$ cat config.mk
export PLATFORM = sky130hd
export DESIGN_NAME = ahb_slave_sel_ctrl
export DESIGN_NICKNAME = d
export VERILOG_FILES = /design/src/rtl/ahb_pkg.sv /design/src/rtl/ahb_addr_decoder.sv /design/src/rtl/ahb_slave_sel_ctrl.sv
export SDC_FILE = /design/constraint.sdc
export NUM_CORES = 1
export LEC_CHECK = 0
export CORE_MARGIN = 10
export CORE_UTILIZATION = 21
export DETAILED_ROUTE_END_ITERATION = 12
export PLACE_DENSITY = 0.78
export SLEW_MARGIN = 40
export SYNTH_ARGS = -nofsm -noshare
export SYNTH_HDL_FRONTEND = slang
export SYNTH_SLANG_ARGS = --single-unit
export TNS_END_PERCENT = 100
$ cat constraint.sdc
create_clock -name hclk -period 1.7 [get_ports hclk]
set_input_delay 0.17 -clock hclk [delete_from_list [all_inputs] [get_ports hclk]]
set_output_delay 0.17 -clock hclk [all_outputs]
set_load 0.02 [all_outputs]
$ cat src/rtl/ahb_pkg.sv
// Shared AHB-Lite constants and the data-phase state type for the slave select controller.
package ahb_pkg;

  localparam logic [1:0] HTRANS_IDLE   = 2'b00;
  localparam logic [1:0] HTRANS_BUSY   = 2'b01;
  localparam logic [1:0] HTRANS_NONSEQ = 2'b10;
  localparam logic [1:0] HTRANS_SEQ    = 2'b11;

  localparam logic HRESP_OKAY  = 1'b0;
  localparam logic HRESP_ERROR = 1'b1;

  localparam int unsigned SEL_W = 3;
  localparam logic [SEL_W-1:0] SEL_DEFAULT = 3'b100;
  localparam logic [SEL_W-1:0] SEL_NONE    = 3'b111;

  typedef enum logic [1:0] {
    ST_NONE = 2'd0,
    ST_SLV  = 2'd1,
    ST_ERR1 = 2'd2,
    ST_ERR2 = 2'd3
  } dphase_state_e;

endpackage

$ cat src/rtl/ahb_addr_decoder.sv
// Combinational address decoder: priority one-hot slave select plus 3-bit decode code.
module ahb_addr_decoder
  import ahb_pkg::*;
#(
  parameter logic [31:0] S0_BASE  = 32'h0000_0000,
  parameter logic [31:0] S1_BASE  = 32'h1000_0000,
  parameter logic [31:0] S2_BASE  = 32'h2000_0000,
  parameter logic [31:0] S3_BASE  = 32'h3000_0000,
  parameter logic [31:0] DEC_MASK = 32'hF000_0000
) (
  input  logic [31:0]      i_haddr,
  output logic [3:0]       o_hsel_c,
  output logic [SEL_W-1:0] o_code_c
);

  logic [3:0] w_match;

  assign w_match[0] = ((i_haddr & DEC_MASK) == (S0_BASE & DEC_MASK));
  assign w_match[1] = ((i_haddr & DEC_MASK) == (S1_BASE & DEC_MASK));
  assign w_match[2] = ((i_haddr & DEC_MASK) == (S2_BASE & DEC_MASK));
  assign w_match[3] = ((i_haddr & DEC_MASK) == (S3_BASE & DEC_MASK));

  // Lowest slave index wins when base regions overlap
  always_comb begin
    o_hsel_c = 4'b0000;
    o_code_c = SEL_DEFAULT;
    if (w_match[0]) begin
      o_hsel_c = 4'b0001;
      o_code_c = 3'b000;
    end else if (w_match[1]) begin
      o_hsel_c = 4'b0010;
      o_code_c = 3'b001;
    end else if (w_match[2]) begin
      o_hsel_c = 4'b0100;
      o_code_c = 3'b010;
    end else if (w_match[3]) begin
      o_hsel_c = 4'b1000;
      o_code_c = 3'b011;
    end
  end

endmodule

$ cat src/rtl/ahb_slave_sel_ctrl.sv
// AHB-Lite 4-slave decoder and data-phase sequencer with default ERROR slave.
// Optional wait-state watchdog enabled by defining AHB_TIMEOUT_EN.
module ahb_slave_sel_ctrl
  import ahb_pkg::*;
#(
  parameter logic [31:0] S0_BASE  = 32'h0000_0000,
  parameter logic [31:0] S1_BASE  = 32'h1000_0000,
  parameter logic [31:0] S2_BASE  = 32'h2000_0000,
  parameter logic [31:0] S3_BASE  = 32'h3000_0000,
  parameter logic [31:0] DEC_MASK = 32'hF000_0000
`ifdef AHB_TIMEOUT_EN
  ,
  parameter int unsigned TIMEOUT_CYCLES = 16
`endif
) (
  input  logic             hclk,
  input  logic             hreset,
  input  logic [31:0]      haddr,
  input  logic [1:0]       htrans,
  input  logic [3:0]       hreadyout_s,
  input  logic [3:0]       hresp_s,
  output logic [3:0]       hsel,
  output logic [SEL_W-1:0] sel,
  output logic             hready,
  output logic             hresp,
  output logic             timeout_irq
);

  logic [3:0]       w_hsel;
  logic [SEL_W-1:0] w_dec_code;
  logic             w_active;
  logic             w_hready;
  logic             w_hresp;
  logic             w_expire;
  logic [SEL_W-1:0] r_sel;
  logic [SEL_W-1:0] w_sel_nxt;
  dphase_state_e    r_state;
  dphase_state_e    w_state_nxt;

  ahb_addr_decoder #(
    .S0_BASE  (S0_BASE),
    .S1_BASE  (S1_BASE),
    .S2_BASE  (S2_BASE),
    .S3_BASE  (S3_BASE),
    .DEC_MASK (DEC_MASK)
  ) u_addr_decoder (
    .i_haddr  (haddr),
    .o_hsel_c (w_hsel),
    .o_code_c (w_dec_code)
  );

  always_comb begin
    w_active = 1'b0;
    case (htrans)
      HTRANS_NONSEQ, HTRANS_SEQ: w_active = 1'b1;
      HTRANS_IDLE, HTRANS_BUSY:  w_active = 1'b0;
    endcase
  end

  // Response mux back to the master
  always_comb begin
    w_hready = 1'b1;
    w_hresp  = HRESP_OKAY;
    case (r_state)
      ST_SLV: begin
        w_hready = hreadyout_s[r_sel[1:0]];
        w_hresp  = hresp_s[r_sel[1:0]];
      end
      ST_ERR1: begin
        w_hready = 1'b0;
        w_hresp  = HRESP_ERROR;
      end
      ST_ERR2: begin
        w_hready = 1'b1;
        w_hresp  = HRESP_ERROR;
      end
      default: ;
    endcase
  end

  // Watchdog abort beats everything; otherwise capture only when the bus is ready
  always_comb begin
    w_state_nxt = r_state;
    w_sel_nxt   = r_sel;
    if (w_expire) begin
      w_state_nxt = ST_ERR1;
    end else if (r_state == ST_ERR1) begin
      w_state_nxt = ST_ERR2;
    end else if (w_hready) begin
      if (!w_active) begin
        w_state_nxt = ST_NONE;
        w_sel_nxt   = SEL_NONE;
      end else if (w_dec_code == SEL_DEFAULT) begin
        w_state_nxt = ST_ERR1;
        w_sel_nxt   = SEL_DEFAULT;
      end else begin
        w_state_nxt = ST_SLV;
        w_sel_nxt   = w_dec_code;
      end
    end
  end

  always_ff @(posedge hclk) begin
    if (hreset) begin
      r_state <= ST_NONE;
      r_sel   <= SEL_NONE;
    end else begin
      r_state <= w_state_nxt;
      r_sel   <= w_sel_nxt;
    end
  end

`ifdef AHB_TIMEOUT_EN
  localparam logic [7:0] TO_LAST = 8'(TIMEOUT_CYCLES - 1);

  logic [7:0] r_wait_cnt;
  logic       r_irq;
  logic       w_waiting;

  assign w_waiting = (r_state == ST_SLV) && !hreadyout_s[r_sel[1:0]];
  assign w_expire  = w_waiting && (r_wait_cnt == TO_LAST);

  always_ff @(posedge hclk) begin
    if (hreset) begin
      r_wait_cnt <= 8'd0;
      r_irq      <= 1'b0;
    end else begin
      r_irq      <= w_expire;
      r_wait_cnt <= (w_waiting && !w_expire) ? r_wait_cnt + 8'd1 : 8'd0;
    end
  end

  assign timeout_irq = r_irq;
`else
  assign w_expire    = 1'b0;
  assign timeout_irq = 1'b0;
`endif

  assign hsel   = w_hsel;
  assign sel    = r_sel;
  assign hready = w_hready;
  assign hresp  = w_hresp;

endmodule

After elaboration in Yosys (flattened, before gate mapping)

Index checks and enable logic that the tools add are counted.
Widths: inputs -> output; s select.

Output and inout bits: 10
Flip-flop bits (word level): 5

Bitwise gates (word level): 1
Muxes and demuxes: 21
Reductions and logical operators: 7
Order comparisons: 1
Equality and inequality tests: 10

Operators by type and width:

| cell               | count |
|---|---|
| $logic_not 32->1   | 1 |
| $mux 3             | 6 |
| $mux 4             | 4 |
| $eq 2x2->1 const B | 4 |
| $eq 4x2->1 const B | 2 |
| $mux 2             | 4 |
| $pmux 1 s2         | 3 |
| $reduce_or 2->1    | 3 |
| $bmux 1 s2         | 2 |
| $eq 2x1->1 const B | 2 |
| $eq 4x1->1 const B | 1 |
| $eq 3x3->1 const B | 1 |
| $lt 2x3->1 const B | 1 |
| $logic_not 2->1    | 1 |
| $mux 1             | 2 |
| $reduce_and 2->1   | 1 |
| $reduce_bool 2->1  | 1 |
| $not 1->1          | 1 |

Longest topological paths before layout

Gate-level depths: netlist (run 1).

Word-level depth: 10
Mapped depth: 3

Modules after synthesis

A second synthesis (run 1) with hierarchy kept.

Cells, all modules: 38
Area, all modules: 370.4 um^2

By module, submodules not included:

| module             | cells each | area an instance (um^2) | times used |
|---|---|---|---|
| ahb_slave_sel_ctrl | 31         | 312.8                   | 1 |
| ahb_addr_decoder   | 7          | 57.6                    | 1 |

Worst setup path after synthesis (run 1)

OpenSTA, ideal clock, no wires.

Path kind: register to output
From: register r_sel[0], in the netlist sel[0]
To: output port hresp
Cell stages (with the launch flop): 3
Path buffers: 0
Data required time: 1.530 ns
Data arrival time: 1.342 ns
Slack: 0.188 ns
Path through: dfxtp_1 mux4_1 a21o_1

Word-level cells in the longest chain between the ends: 3

Ends and longest elaborated chain:

| what                         | RTL line                  | source |
|---|---|---|
| start: declaration           | ahb_slave_sel_ctrl.sv:35  | `logic [SEL_W-1:0] r_sel;` |
| start signal: assignment     | ahb_slave_sel_ctrl.sv:109 | `r_sel <= w_sel_nxt;` |
| $bmux 1 s2                   | ahb_slave_sel_ctrl.sv:67  | `w_hresp = hresp_s[r_sel[1:0]];` |
| $mux 1 (not written as such) | ahb_slave_sel_ctrl.sv:67  |  |
| $pmux 1 s2                   | ahb_slave_sel_ctrl.sv:64  | `case (r_state)` |
| end: declaration             | ahb_slave_sel_ctrl.sv:25  | `output logic hresp,` |

Every way passes these cells. The select of a mux whose other input is x is not followed.

Worst setup path after layout (run 1)

Same ends and word-level chain as after synthesis.

==> results_dict.tcl, run 1 <==
set metrics [dict create \
    ff2ff_path_depth 5 \
    min_from "sel[2]" \
    path_clk_slew_ns 0.05 \
    end_kind "output pin" \
    total_power_mw 0.4510 \
    finalWeightedCongestion 0.8695 \
    irDropWorstVdd_v 0.0002839 \
    syn_inst 37 \
    wl_um 1161 \
    hold_class "register to register" \
    internal-power_mw 0.3154 \
    grt_pass1_vias 433 \
    r2r_start "sel[0]" \
    yosysWarnings 0 \
    drtAntennaViolNets 0 \
    dieArea_um2 3631 \
    h-tree-depth 1 \
    drv_cap 0 \
    cts_setup_buffers 0 \
    min_period_over_period_pct 96.93 \
    cts_made_buffers 3 \
    cts.sinks 5 \
    setup_viol 0 \
    dp_hpwl_um 975.1 \
    switching_share_pct 30.07 \
    criticalPathCategory "register to output pin" \
    grt_max_degree 7 \
    drive_gt1_share_pct 23.61 \
    ys_ff_latch 5 \
    area_delta_synth_final_pct 94.85 \
    grt_antenna_before_repair 0 \
    first_iter_violations 4 \
    nets 117 \
    drc 0 \
    switching_power_mw 0.1356 \
    arrival_ns 1.48 \
    r2r_end "sel[2]" \
    run_status "finished, final reports clean" \
    rows 14 \
    boundaryPins 54 \
    cp-start-kind "register" \
    synthesis.area_um2 340.3 \
    yosysUniqueCellTypes 18 \
    grt_setup_unrepaired "false" \
    overflow 0 \
    initial_core_util_pct 22.33 \
    cts_resized 12 \
    grt.total_usage_pct 6.653 \
    clk_latency_ns 0.25 \
    drv_slew 0 \
    power_density_nw_per_um2 680.0 \
    synth_area_per_cell_um2 9.198 \
    drt-vias-per-instance 4.636 \
    vias 408 \
    design.core.area_um2 1524 \
    fin_crit_ns 1.648 \
    fmax_ghz 0.6069 \
    io_buffer_count 23 \
    hold_path_end "sel[2]" \
    diodes 0 \
    dp_cells 84 \
    synth_fp_nets 81 \
    cp_max_fo 3 \
    leakagePower_nw 0.3198 \
    routedWlPerCell_um 13.19 \
    hold_viol 0 \
    holdBufCountCts 0 \
    root_buffer "clkbuf_4" \
    pwr-share-seq_pct 30.5 \
    yosysSeqAreaShare_pct 29.41 \
    tritoncts "done" \
    hold_path_depth 2 \
    first_pass_iters 4 \
    fp.dieH_um 60.26 \
    power.share.combinational_pct 37.7 \
    ctsLongestPathBuffers 2 \
    crit_required_ns 1.53 \
    skew_ns 0.006831 \
    clkPwrFrac_pct 31.8 \
    r2r_slack_ns 0.33 \
    grt_pass1_wl_um 1869 \
    fin_cells 88 \
    die_w_um 60.26 \
]
state kept, by name, summed over array words and instances (netlist names):
register / count
r_state: 2
sel: 3
worst max-delay path, stage by stage, from the launching register on:
cell and delay [ns]:
dfxtp_2 0.34, mux4_1 0.54, a21o_1 0.19, buf_2 0.16
cell usage after synthesis, drive strengths merged:
cell | number | area share [%]
or2 | 1 | 1.8
and3 | 1 | 1.8
buf | 1 | 2.2
nor3b | 3 | 6.6
nor2b | 1 | 1.8
nand2b | 1 | 1.8
conb | 1 | 1.1
a21oi | 4 | 5.9
mux4 | 1 | 7.7
a22oi | 1 | 2.2
and3b | 1 | 2.6
a21o | 1 | 2.2
dfxtp | 5 | 29
nor3 | 1 | 1.5
a221oi | 1 | 7.7
nand2 | 2 | 2.2
mux2i | 5 | 15
nor2 | 6 | 6.6
cells in the final DEF, fill, tap and decap left out, types with 2 or more instances in the layout:
master,Yosys,routed
a21oi_1,4,4
buf_2,0,2
buf_4,1,9
clkbuf_4,0,3
clkdlybuf4s50_1,0,17
dfxtp_1,5,4
dlygate4sd2_1,0,3
mux2i_1,5,5
nand2_1,2,2
nor2_1,6,6
nor3b_1,3,3
power by group through the flow:
| stage | Clock, mW | Sequential (mW) | Combinational, mW |
|---|---|---|---|
| after global placement | 0 | 0.139 | 0.177 |
| final | 0.143 | 0.138 | 0.170 |
| after CTS | 0.146 | 0.138 | 0.175 |
| after floorplan | 0 | 0.146 | 0.0736 |
| after detailed placement | 0 | 0.139 | 0.180 |
| after global routing | 0.148 | 0.140 | 0.183 |
area by class of cell:
class                           count  area (um^2)
Fill cell                         158        860.8
Clock buffer                        4        26.28
Multi-Input combinational cell     31        232.7
Timing Repair Buffer               32        282.8
Sequential cell                     5        101.3
Tap cell                           16        20.02
per-layer routing:
metal	GRT usage (%)	routed length, um	up-vias	share of wire [%]
li1	-	-	203	-
met4	3.846	29	0	2.5
met2	11.18	598	22	52
met3	3.178	106	6	9.1
met5	0	0	-	0
met1	6.486	426	177	37
per-stage QoR:
stage	util, %	area (um^2)	setup slack, ns	hold WS, ns	setup TNS, ns
6_report	43.51	663.1	0.05217	0.5136	0
5_1_grt	43.51	663.1	0.001589	0.5481	0
4_1_cts	43.92	669.4	0.01186	0.5218	0
3_5_place_dp	42.69	650.6	-0.2706	0.5060	-0.9266
3_3_place_gp	42.69	650.6	-0.2355	0.4991	-0.7725
2_1_floorplan	-	340.3	0.1883	0.2391	0
worst max-delay path by stage:
stage / from / to / cells past startpoint
finish: sel[0] / hresp / 3
global route: haddr[31] / hsel[2] / 4
CTS: sel[0] / hready / 4
detailed placement: hresp_s[2] / hresp / 4
global placement: hresp_s[1] / hresp / 4
floorplan: sel[0] / hresp / 2
logic make-up after synthesis:
family,after synthesis,synth area share [%]
multiplexers,6,22.43
AND/OR/NAND/NOR,17,26.84
AO/OA/AOI/OAI,7,18.02
flip-flops,5,29.41
buffers and inverters,1,2.207
other,1,1.102
No activity file was read; power rests on OpenSTA's default activity.
==> run 2: changes to the inputs <==
--- a/config.mk
+++ b/config.mk
@@ -8,6 +8,7 @@
 export CORE_MARGIN = 10
 export CORE_UTILIZATION = 21
 export DETAILED_ROUTE_END_ITERATION = 12
+export HOLD_SLACK_MARGIN = 0.1
 export PLACE_DENSITY = 0.78
 export SLEW_MARGIN = 40
 export SYNTH_ARGS = -nofsm -noshare
==> constraint.sdc (replaced) <==
create_clock -name hclk -period 1.7 [get_ports hclk]
set_input_delay 0.51 -clock hclk [delete_from_list [all_inputs] [get_ports hclk]]
set_output_delay 0.51 -clock hclk [all_outputs]
set_load 0.02 [all_outputs]
==> run 2 against run 1 <==
Effect of this change: the flow now finishes with violations (negative setup slack); core utilization increased by 2.5 points; sequential share of layout area decreased by 0.46 points; die area unchanged; critical path type unchanged; critical endpoint unchanged.
==> results_dict.tcl, run 2 (synthesized netlist as in run 1, its figures left out) <==
set metrics [dict create \
    run_status "complete, but fails checks" \
    violations "negative setup slack" \
    layout_commonest_cell "buf_4" \
    crit_path_top_delay_cell "mux4_2" \
    use_met3_pct 5.297 \
    cp-start-kind "register" \
    clk_latency_ns 0.25 \
    io_buffer_count 23 \
    postPlaceCellArea_um2 680.7 \
    crit_required_ns 1.19 \
    final_cell_mix "buf_4, dlygate4sd2_1, buf_2, nor2_1" \
    end_kind "output pin" \
    cts_made_buffers 3 \
    overflow 0 \
    gr-max-usage-layer "met2" \
    ctsLongestPathBuffers 2 \
    tritoncts "done" \
    drt-vias-per-instance 4.538 \
    grt_pass1_vias 481 \
    leakagePower_nw 0.3399 \
    grt_pass1_wl_um 1959 \
    crit_family "multiplexers" \
    min_period_over_period_pct 112.1 \
    wl_um 1158 \
    cp_max_fo 4 \
    drtAntennaViolNets 0 \
    diodes 0 \
    critPathCapture "hresp" \
    crit_start "sel[0]" \
    holdWs_ns 0.5233 \
    path_clk_slew_ns 0.05 \
    fp.dieH_um 60.26 \
    grt_setup_unrepaired "true" \
    r2r_end "sel[2]" \
    grt.total_usage_pct 7.074 \
    path_cells "mux4_2 -> a21o_1 -> buf_6" \
    die_w_um 60.26 \
    total_power_mw 0.4668 \
    fin_area_um2 700.7 \
    cts.sinks 5 \
    grt_antenna_before_repair 0 \
    holdBufCountCts 0 \
    boundaryPins 54 \
    routedWlPerCell_um 12.45 \
    fillers 161 \
    finalWeightedCongestion 0.7371 \
    r2r_slack_ns 0.31 \
    first_iter_violations 3 \
    fin_crit_ns 1.906 \
    setup_viol 2 \
    area_delta_synth_final_pct 105.9 \
    met1_usage_pct 6.250 \
    place_ws_ns -0.8810 \
    dp_hpwl_um 993.9 \
    ff2ff_path_depth 5 \
    dieArea_um2 3631 \
    drv_cap 0 \
    vias 422 \
    first_pass_iters 2 \
    arrival_ns 1.40 \
    skew_ns 0.006358 \
    initial_core_util_pct 22.33 \
    h-tree-depth 1 \
    use_met2_pct 11.03 \
    root_buffer "clkbuf_4" \
    drive_gt1_share_pct 49.35 \
    worst_slack_ns -0.2055 \
    design.core.area_um2 1524 \
    power_density_nw_per_um2 666.2 \
    drv_slew 0 \
    drc 0 \
    hold_class "register to register" \
    grt_max_degree 6 \
    hold_viol 0 \
    cp.depth 3 \
    criticalPathCategory "register to output pin" \
    irDropWorstVdd_v 0.0003078 \
    nets 122 \
    rows 14 \
    cp_slowest_stage_delay_ns 0.49 \
    largest_register_ffs 3 \
    fmax_ghz 0.5248 \
    cp_num_buf_inv 1 \
    r2r_start "sel[0]" \
]
[run 2: changes by cell type in the layout (fill, tap and decap cells not counted), moves of 2 or more]
cell / delta
clkdlybuf4s50_1: -15
buf_4: +7
buf_2: +4
buf_6: +4
dlygate4sd2_1: +4
mux2i_1: -2
mux2i_2: +2
[run 2: layer usage]
layer  up-vias  wire [um]
met5         -          0
met4         0         10
met3         2        210
met2        25        514
met1       182        422
li1        213          -
[run 2: how the worst min path moves through the flow]
stage	from	endpoint	slack [ns]	cells past startpoint
after global routing	sel[2]	sel[2]	0.54	2
after detailed placement	sel[2]	sel[2]	0.52	2
after CTS	sel[2]	sel[2]	0.53	2
after floorplan	sel[0]	sel[0]	0.58	2
final	sel[2]	sel[2]	0.52	2
after global placement	sel[2]	sel[2]	0.50	2
[run 2: area by class of cell]
| type | instances | area (um^2) | share of cell area [%] |
|---|---|---|---|
| well taps | 16 | 20.02 | 2.857 |
| multi-input cells | 31 | 251.5 | 35.89 |
| repair buffers | 37 | 299.0 | 42.68 |
| flip-flops and latches | 5 | 103.9 | 14.82 |
| clock buffers | 4 | 26.28 | 3.750 |
[run 2: worst register-to-register path, stage by stage, from the launching register on]
cell and delay (ns):
dfxtp_4 0.35, buf_4 0.14, mux2i_2 0.16, a221oi_4 0.30
buf_4 0.19, mux2i_1 0.19
[run 2: through the flow]
stage,std cells,setup TNS [ns],util (%)
after floorplan,37,-0.006448,-
after global placement,87,-5.037,44.66
after detailed placement,87,-5.266,44.66
after CTS,93,-0.4371,45.32
after global routing,93,-0.5107,45.98
final,93,-0.3633,45.98
[run 2: repair_timing]
action | CTS | global route
pin swaps | 5 | 3
setup buffers | 2 | 0
resized for setup | 64 | 3
endpoints found under the setup margin | 8 | 7
[run 2: power breakdown]
| group | switching (mW) | internal [mW] | total, mW | leakage, nW |
|---|---|---|---|---|
| logic | 0.0783 | 0.109 | 0.187 | 0.283 |
| registers | 0.00827 | 0.128 | 0.137 | 0.0414 |
| clock network | 0.0539 | 0.0891 | 0.143 | 0.0150 |
| total | 0.140 | 0.326 | 0.467 | 0.340 |
